**config.mk**
```make
export PLATFORM = sky130hd
export DESIGN_NAME = base_wayfifo_bank
export DESIGN_NICKNAME = d
export VERILOG_FILES = /design/src/rtl/base_wayfifo_bank.sv
export SDC_FILE = /design/constraint.sdc
export NUM_CORES = 1
export LEC_CHECK = 0
export CAP_MARGIN = 10
export CELL_PAD_IN_SITES_DETAIL_PLACEMENT = 1
export CELL_PAD_IN_SITES_GLOBAL_PLACEMENT = 1
export CORE_MARGIN = 2
export CORE_UTILIZATION = 38
export DETAILED_ROUTE_END_ITERATION = 8
export PLACE_DENSITY_LB_ADDON = 0.3
export REMOVE_ABC_BUFFERS = 1
export SLEW_MARGIN = 15
export SYNTH_ARGS = -nofsm -noshare
export SYNTH_HDL_FRONTEND = slang
export SYNTH_SLANG_ARGS = --single-unit
export TNS_END_PERCENT = 30
```
**constraint.sdc**
```tcl
create_clock -name clk -period 4.7 [get_ports clk]
set_clock_uncertainty 0.1 [all_clocks]
set_input_delay 1.41 -clock clk [delete_from_list [all_inputs] [get_ports clk]]
set_output_delay 1.41 -clock clk [all_outputs]
set_load 0.05 [all_outputs]
```
**src/rtl/base_wayfifo_bank.sv**
```systemverilog
// base_wayfifo_bank
//   Bank of independent per-way FIFOs placed after a priority demultiplexer.
//   Every way sees the shared broadcast data word and its own push valid, and
//   buffers entries in a private circular buffer. Push ready depends only on
//   the way's own occupancy, so consumer ready never reaches the demux
//   combinationally.
//
//   Optional feature macro: BASE_WAYFIFO_BYPASS_EN
//     When it is defined, a push into an empty way is presented on o_v/o_d in
//     the same cycle. If the consumer takes it in that cycle, nothing is stored.
//     When it is undefined, a pushed entry appears on o_v one cycle later.
//
//   Handshake: a transfer happens on a port in every cycle where valid and
//   ready are both high. On the push side valid may be raised without waiting
//   for ready. A push that arrives while ready is low, or while more than one
//   i_v bit is set, is dropped and leaves the FIFO state unchanged.
//
// Ports
//   clk    : clock. All state is updated on the rising edge.
//   rstn   : asynchronous, active-low reset.
//   i_v    : per-way push valid. At most one bit is set in a legal cycle.
//   i_r    : per-way push ready, equal to rstn & (count != depth).
//   i_d    : broadcast push data, shared by all ways.
//   o_v    : per-way head valid.
//   o_r    : per-way consumer ready.
//   o_d    : per-way head data. Way w is at bits [w*width : w*width+width-1].
//   o_cnt  : per-way registered occupancy. Way w is at bits [w*cntw : w*cntw+cntw-1].
module base_wayfifo_bank #(
    parameter int ways  = 2,
    parameter int width = 1,
    parameter int depth = 2,
    parameter int cntw  = $clog2(depth + 1)
) (
    input  logic                    clk,
    input  logic                    rstn,
    input  logic [0:ways-1]         i_v,
    output logic [0:ways-1]         i_r,
    input  logic [0:width-1]        i_d,
    output logic [0:ways-1]         o_v,
    input  logic [0:ways-1]         o_r,
    output logic [0:ways*width-1]   o_d,
    output logic [0:ways*cntw-1]    o_cnt
);

    localparam int ptrw = (depth > 1) ? $clog2(depth) : 1;
    localparam logic [cntw-1:0] full_cnt = cntw'(depth);
    localparam logic [ptrw-1:0] last_ptr = ptrw'(depth - 1);

    // Pushes are accepted only when exactly one way is being addressed.
    // If several valid bits are set, that cycle's data is dropped for every way.
    logic push_legal;
    assign push_legal = $onehot(i_v);

    for (genvar w = 0; w < ways; w++) begin : g_way
        logic [width-1:0] mem [depth];
        logic [ptrw-1:0]  rd;
        logic [ptrw-1:0]  wr;
        logic [cntw-1:0]  cnt;
        logic             rdy;
        logic             push;
        logic             pop;
        logic             wr_en;
        logic             has_data;
        logic [width-1:0] head;

        assign rdy      = rstn & (cnt != full_cnt);
        assign push     = i_v[w] & rdy & push_legal;
        assign has_data = (cnt != '0);
        // A pop only ever takes a stored entry. The bypass path never moves rd.
        assign pop      = has_data & o_r[w];

`ifdef BASE_WAYFIFO_BYPASS_EN
        logic byp;
        assign byp    = push & ~has_data;
        // An entry consumed straight from the bypass path is not written.
        assign wr_en  = push & ~(byp & o_r[w]);
        assign o_v[w] = has_data | byp;
        assign head   = has_data ? mem[rd] : i_d;
`else
        assign wr_en  = push;
        assign o_v[w] = has_data;
        assign head   = mem[rd];
`endif

        assign i_r[w]                  = rdy;
        assign o_d[w*width +: width]   = head;
        assign o_cnt[w*cntw +: cntw]   = cnt;

        // The storage array has no reset. The entries are qualified by cnt.
        always_ff @(posedge clk) begin
            if (wr_en) begin
                mem[wr] <= i_d;
            end
        end

        always_ff @(posedge clk or negedge rstn) begin
            if (!rstn) begin
                rd  <= '0;
                wr  <= '0;
                cnt <= '0;
            end else begin
                if (wr_en) begin
                    wr <= (wr == last_ptr) ? '0 : wr + ptrw'(1);
                end
                if (pop) begin
                    rd <= (rd == last_ptr) ? '0 : rd + ptrw'(1);
                end
                case ({wr_en, pop})
                    2'b10:   cnt <= cnt + cntw'(1);
                    2'b01:   cnt <= cnt - cntw'(1);
                    default: cnt <= cnt;
                endcase
            end
        end
    end

endmodule

```
==> results of run 1 <==
==> per-layer routing <==
metal	track usage	vias up
li1	-	183
met1	0.168	177
met2	0.159	9
met3	0.0400	0
met4	0.0529	0
met5	0	-
==> worst reg2reg max path: stages (launching register included) <==
cell and delay [ps]:
dfrtp_1 430, or2_1 250, and2_4 170, ha_1 310, nor2_1 160, xor2_1 160
==> how the worst min path moves through the flow <==
stage / from / endpoint / slack [ps] / cells past startpoint
4_1_cts: g_way[0].rd / g_way[0].rd / 390 / 1
5_1_grt: g_way[0].rd / g_way[0].rd / 400 / 1
3_5_place_dp: g_way[0].rd / g_way[0].rd / 380 / 1
6_report: g_way[1].rd / g_way[1].rd / 380 / 1
3_3_place_gp: g_way[1].rd / g_way[1].rd / 380 / 1
2_1_floorplan: g_way[0].rd / g_way[0].rd / 350 / 1
==> area by class of cell <==
class / count / area [sq um]
Timing Repair Buffer: 17 / 188
Multi-Input combinational cell: 30 / 260
Clock buffer: 3 / 22.5
Inverter: 2 / 7.51
Sequential cell: 12 / 320
Tap cell: 16 / 20.0
Fill cell: 169 / 723
==> placed cells by master (no fill, tap or decap) <==
cell             netlist  routed
edfxtp_1               4       4
dfrtp_1                8       8
xor2_1                 4       4
and2_4                 2       2
inv_1                  2       2
nand4b_4               2       2
nand2b_1               2       2
clkdlybuf4s50_1        0      14
ha_1                   2       2
nor2_1                 6       6
clkbuf_4               0       3
buf_4                  6       1
mux2_2                 2       2
buf_12                 0       2
and2_1                 2       2
or2_1                  2       2
xnor2_1                6       6
==> cell families (layout without fill, tap and decap cells) <==
| family | count (synthesis) | count (layout) | synth area share |
|---|---|---|---|
| xor gates and xnor gates | 10 | 10 | 0.138 |
| DFF | 12 | 12 | 0.506 |
| adders and majority gates | 2 | 2 | 0.0395 |
| muxes | 2 | 2 | 0.0356 |
| buffers and inverters | 8 | 22 | 0.0830 |
| and+or+nand+nor | 16 | 16 | 0.198 |
==> state kept, by name, summed over array words and instances, names as in the netlist <==
register and flops:
g_way.cnt 4, g_way.mem 4, g_way.rd 2, g_way.wr 2
==> through the flow <==
step | setup slack, ps | instances
2_1_floorplan | 1370 | 44
3_3_place_gp | 907 | 77
3_5_place_dp | 915 | 77
4_1_cts | 909 | 80
5_1_grt | 847 | 80
6_report | 920 | 80
==> power groups by stage <==
stage                     sequential [uW]  clock [uW]  combinational, uW
after global placement                190           0                354
after CTS                             189        64.6                359
after global routing                  195        67.1                376
after detailed placement              190           0                357
final                                 188        60.9                355
after floorplan                       245           0                184
==> flow_summary.ini, run 1 <==
[clock_tree]
clk_pin_slew_ps = 70
numCtsBuffers = 3
post_cts_buffers = 0
root_buffer = clkbuf_4
htree_levels = 1
postCtsHoldBufs = 0
cts_resized = 0
clockBufferDepth = 2
clock-sinks = 12
cts_tree = yes
insertion_delay_ps = 260

[route]
drtPass1Iterations = 2
wirelength_um = 943
vias_per_cell = 4.61
route.met2.wl_um = 436
route.vias.total = 369
drc_errors = 0
drtAntennaViolNets = 0
drt-initial-drc-count = 1
dr.max_layer_used = met3
wl_per_cell_um = 11.8
met3_length_um = 45
routedLengthMet1_um = 462

[floorplan]
placementRows = 14
core_area_sq_um = 1540
pin_count = 17
die_w_um = 44.8
chipHeight_um = 44.8
initial_core_util = 0.411
dieArea_sq_um = 2010

[worst_setup_path]
crit_chain = clkdlybuf4s50_1 -> and2_1 -> buf_12
reg2reg_slack_ps = 3040
crit_path_end_kind = output pin
slowest_delay_ps = 520
startpoint = rstn
path_delay_family = buffers and inverters
critPathArrivalTime_ps = 2270
r2r-end = g_way[1].cnt[1]
cp_slowest_cell = clkdlybuf4s50_1
cp.depth = 3
path_buf_inv = 2
crit_end = i_r[0]
r2r_start = g_way[1].cnt[0]
reg2reg_depth = 5
critPathLaunchType = primary input
path_max_fanout = 4
required_ps = 3190
crit_type = in -> out

[power]
netSwitchingFraction = 0.459
seqPwrFrac = 0.311
finalPower_uw = 603
comb_power_share = 0.588
p_clk_frac = 0.101
p_leak_uw = 0.000344
ir_drop_uv = 449
p_per_area_nw_per_um2 = 737
p_int_uw = 326
switchingPower_uw = 277

[logic_synthesis]
synth_area_leaders = dfrtp_1 32%, edfxtp_1 19%, xnor2_1 8.3%, nand4b_4 7.5%, buf_4 7.1%
synthTopCellsByCount = 8 x dfrtp_1, 6 x buf_4, 6 x nor2_1, 6 x xnor2_1
postSynthCellCount = 50
async_reset_ff_frac = 0.667
synth_edf_count = 4
syn_area_sq_um = 633
syn_avg_cell_area_sq_um = 12.7
synth_largest_area_cell = dfrtp_1
synth_most_common_cell = dfrtp_1
synth-seq-cells = 12
yosys.area.top_type_share = 0.316
yosysWarningCount = 0
synth_ff_type = dfrtp_1
yosysSeqAreaShare = 0.506
yosysUniqueCellTypes = 14

[grt]
grt.total_usage = 0.117
grt_overflow = 0
grt_pass1_vias = 393
antenna_found_initial = 0
grt_max_degree = 10
grt_pass1_wl_mm = 1.70

[timing]
slew_headroom = 0.670
setup_viol = 0
slew_violations = 0
whs_ps = 379
worstMarginPinSlew_ps = 494
finalHoldViolations = 0
period_share = 0.804
fmax_mhz = 265
setup_tns_ps = 0
rsz0062_at_grt = no
finalWorstPathRequiredPeriod_ps = 3780

[placement]
place_area_sq_um = 796
dp_hpwl_um = 772
io_buffers = 16
routabilityCongestion = 0.632

[finish]
n_antenna_cell = 0
final_util = 0.531
drive_gt1_frac = 0.188
area_delta_synth_final_pct = 29.2
finalInstanceArea_sq_um = 818
layout.nets = 75

[run]
max_cap_viol_count = 0

[min_path]
worst_hold_path_type = reg -> reg

[run_status]
status = finished, final reports clean
(Power assumes the default switching activity.)
==> run 2, diff against run 1 <==
CORE_UTILIZATION = 36   (was 38)
clock period = 3.78 ns   (was 4.7 ns; I/O delays follow)
==> run 2 against run 1 <==
- clock power rose by 32%
- via count rose by 3.3%
- critical path type unchanged
- critical endpoint unchanged
- worst hold slack improved by 11 ps
==> flow_summary.ini, run 2 (synthesis gave the netlist of run 1 again) <==
[run_status]
status = finished, final reports clean

[placement]
io_buffers = 16
dp_cells = 78
routabilityCongestion = 0.651
dp_hpwl_um = 829

[route]
drt-initial-drc-count = 1
vias_per_cell = 4.65
route.vias.total = 381
drc_errors = 0
wl_per_cell_um = 12.5
drtPass1Iterations = 2
drtAntennaViolNets = 0
wirelength_mm = 1.03

[timing]
setup_tns_ps = 0
fmax_mhz = 298
slew_violations = 0
finalHoldViolations = 0
period_share = 0.888
worstMarginPinSlew_ps = 496
slew_headroom = 0.668
finalWorstPathRequiredPeriod_ps = 3360
setup_viol = 0
rsz0062_at_grt = no

[finish]
area_delta_synth_final_pct = 30.0
layout.nets = 75
stdcell_count = 82
layout_common_cells = 14 x clkdlybuf4s50_1, 8 x dfrtp_1, 6 x nor2_1, 6 x xnor2_1
n_antenna_cell = 0
nFillCells = 186
biggestRegsByFlops = g_way.cnt (4), g_way.mem (4)
final_common_cell = clkdlybuf4s50_1
drive_gt1_frac = 0.185

[grt]
grt_max_degree = 8
antenna_found_initial = 0
grt_overflow = 0
grt_pass1_vias = 421
grt_pass1_wl_mm = 1.80
grt.total_usage = 0.123

[worst_setup_path]
crit_type = in -> out
crit_path_end_kind = output pin
path_max_fanout = 6
critPathLaunchType = primary input
critPathArrivalTime_ps = 2120
required_ps = 2550
reg2reg_slack_ps = 2120

[clock_tree]
postCtsHoldBufs = 0
clk_pin_slew_ps = 70
insertion_delay_ps = 260
cts_tree = yes
post_cts_buffers = 0
htree_levels = 1
numCtsBuffers = 3
root_buffer = clkbuf_4
clockBufferDepth = 2
clock-sinks = 12
cts_resized = 0

[power]
seqPwrFrac = 0.311
p_clk_frac = 0.106
p_per_area_nw_per_um2 = 922
p_int_uw = 407
comb_power_share = 0.583
p_leak_uw = 0.000346
netSwitchingFraction = 0.463
ir_drop_uv = 417
switchingPower_uw = 352

[min_path]
worst_hold_path_type = reg -> reg

[floorplan]
die_w_um = 45.9
placementRows = 15
initial_core_util = 0.375
pin_count = 17
dieArea_sq_um = 2110
core_area_sq_um = 1690
chipHeight_um = 45.9

[run]
max_cap_viol_count = 0
## run 2: worst paths after layout
| check | start | end | depth (start not counted) |
|---|---|---|---|
| max | rstn | i_r[0] | 3 |
| min reg2reg | g_way[1].rd | g_way[1].rd | 1 |
| min | g_way[1].rd | g_way[1].rd | 1 |
| max reg2reg | g_way[0].cnt[0] | g_way[0].cnt[1] | 5 |
| min in group asynchronous | rstn | g_way[1].rd | 1 |
| max in group asynchronous | rstn | g_way[1].wr | 2 |
## run 2: through the flow
| stage | hold slack (ps) | area [sq um] | util | setup slack [ps] | total power (uW) |
|---|---|---|---|---|---|
| finish | 390 | 823 | 0.487 | 422 | 759 |
| global route | 416 | 823 | 0.487 | 383 | 811 |
| CTS | 391 | 823 | 0.487 | 401 | 769 |
| detailed placement | 376 | 797 | 0.472 | 412 | 685 |
| global placement | 377 | 797 | 0.472 | 423 | 675 |
| floorplan | 350 | 588 | - | 1000 | 534 |
## run 2: power by group through the flow
stage                     logic (uW)  clock network (uW)  registers (uW)
after floorplan                  229                   0             305
after global placement           439                   0             236
after detailed placement         445                   0             240
after CTS                        448                85.0             236
after global routing             474                91.0             246
final                            443                80.2             236
## run 2: final cells by class
class                           count  area (sq um)  share of cell area
Clock buffer                        3          22.5              0.0274
Clock inverter                      1          3.75             0.00456
Inverter                            2          7.51             0.00912
Multi-Input combinational cell     30           260               0.316
Sequential cell                    12           320               0.389
Tap cell                           17          21.3              0.0258
Timing Repair Buffer               17           188               0.228
## run 2: worst max-delay path, cell delays in order
cell	delay [ps]
clkdlybuf4s50_1	610
and2_1	230
buf_12	150
## run 2: routing by layer
layer / share of wire / wire [um] / vias up / track usage
met5: 0 / 0 / - / 0
met4: 0 / 0 / 0 / 0.0686
met3: 0.035 / 36 / 0 / 0.0238
met2: 0.49 / 499 / 7 / 0.183
met1: 0.48 / 491 / 187 / 0.164
li1: - / - / 187 / -
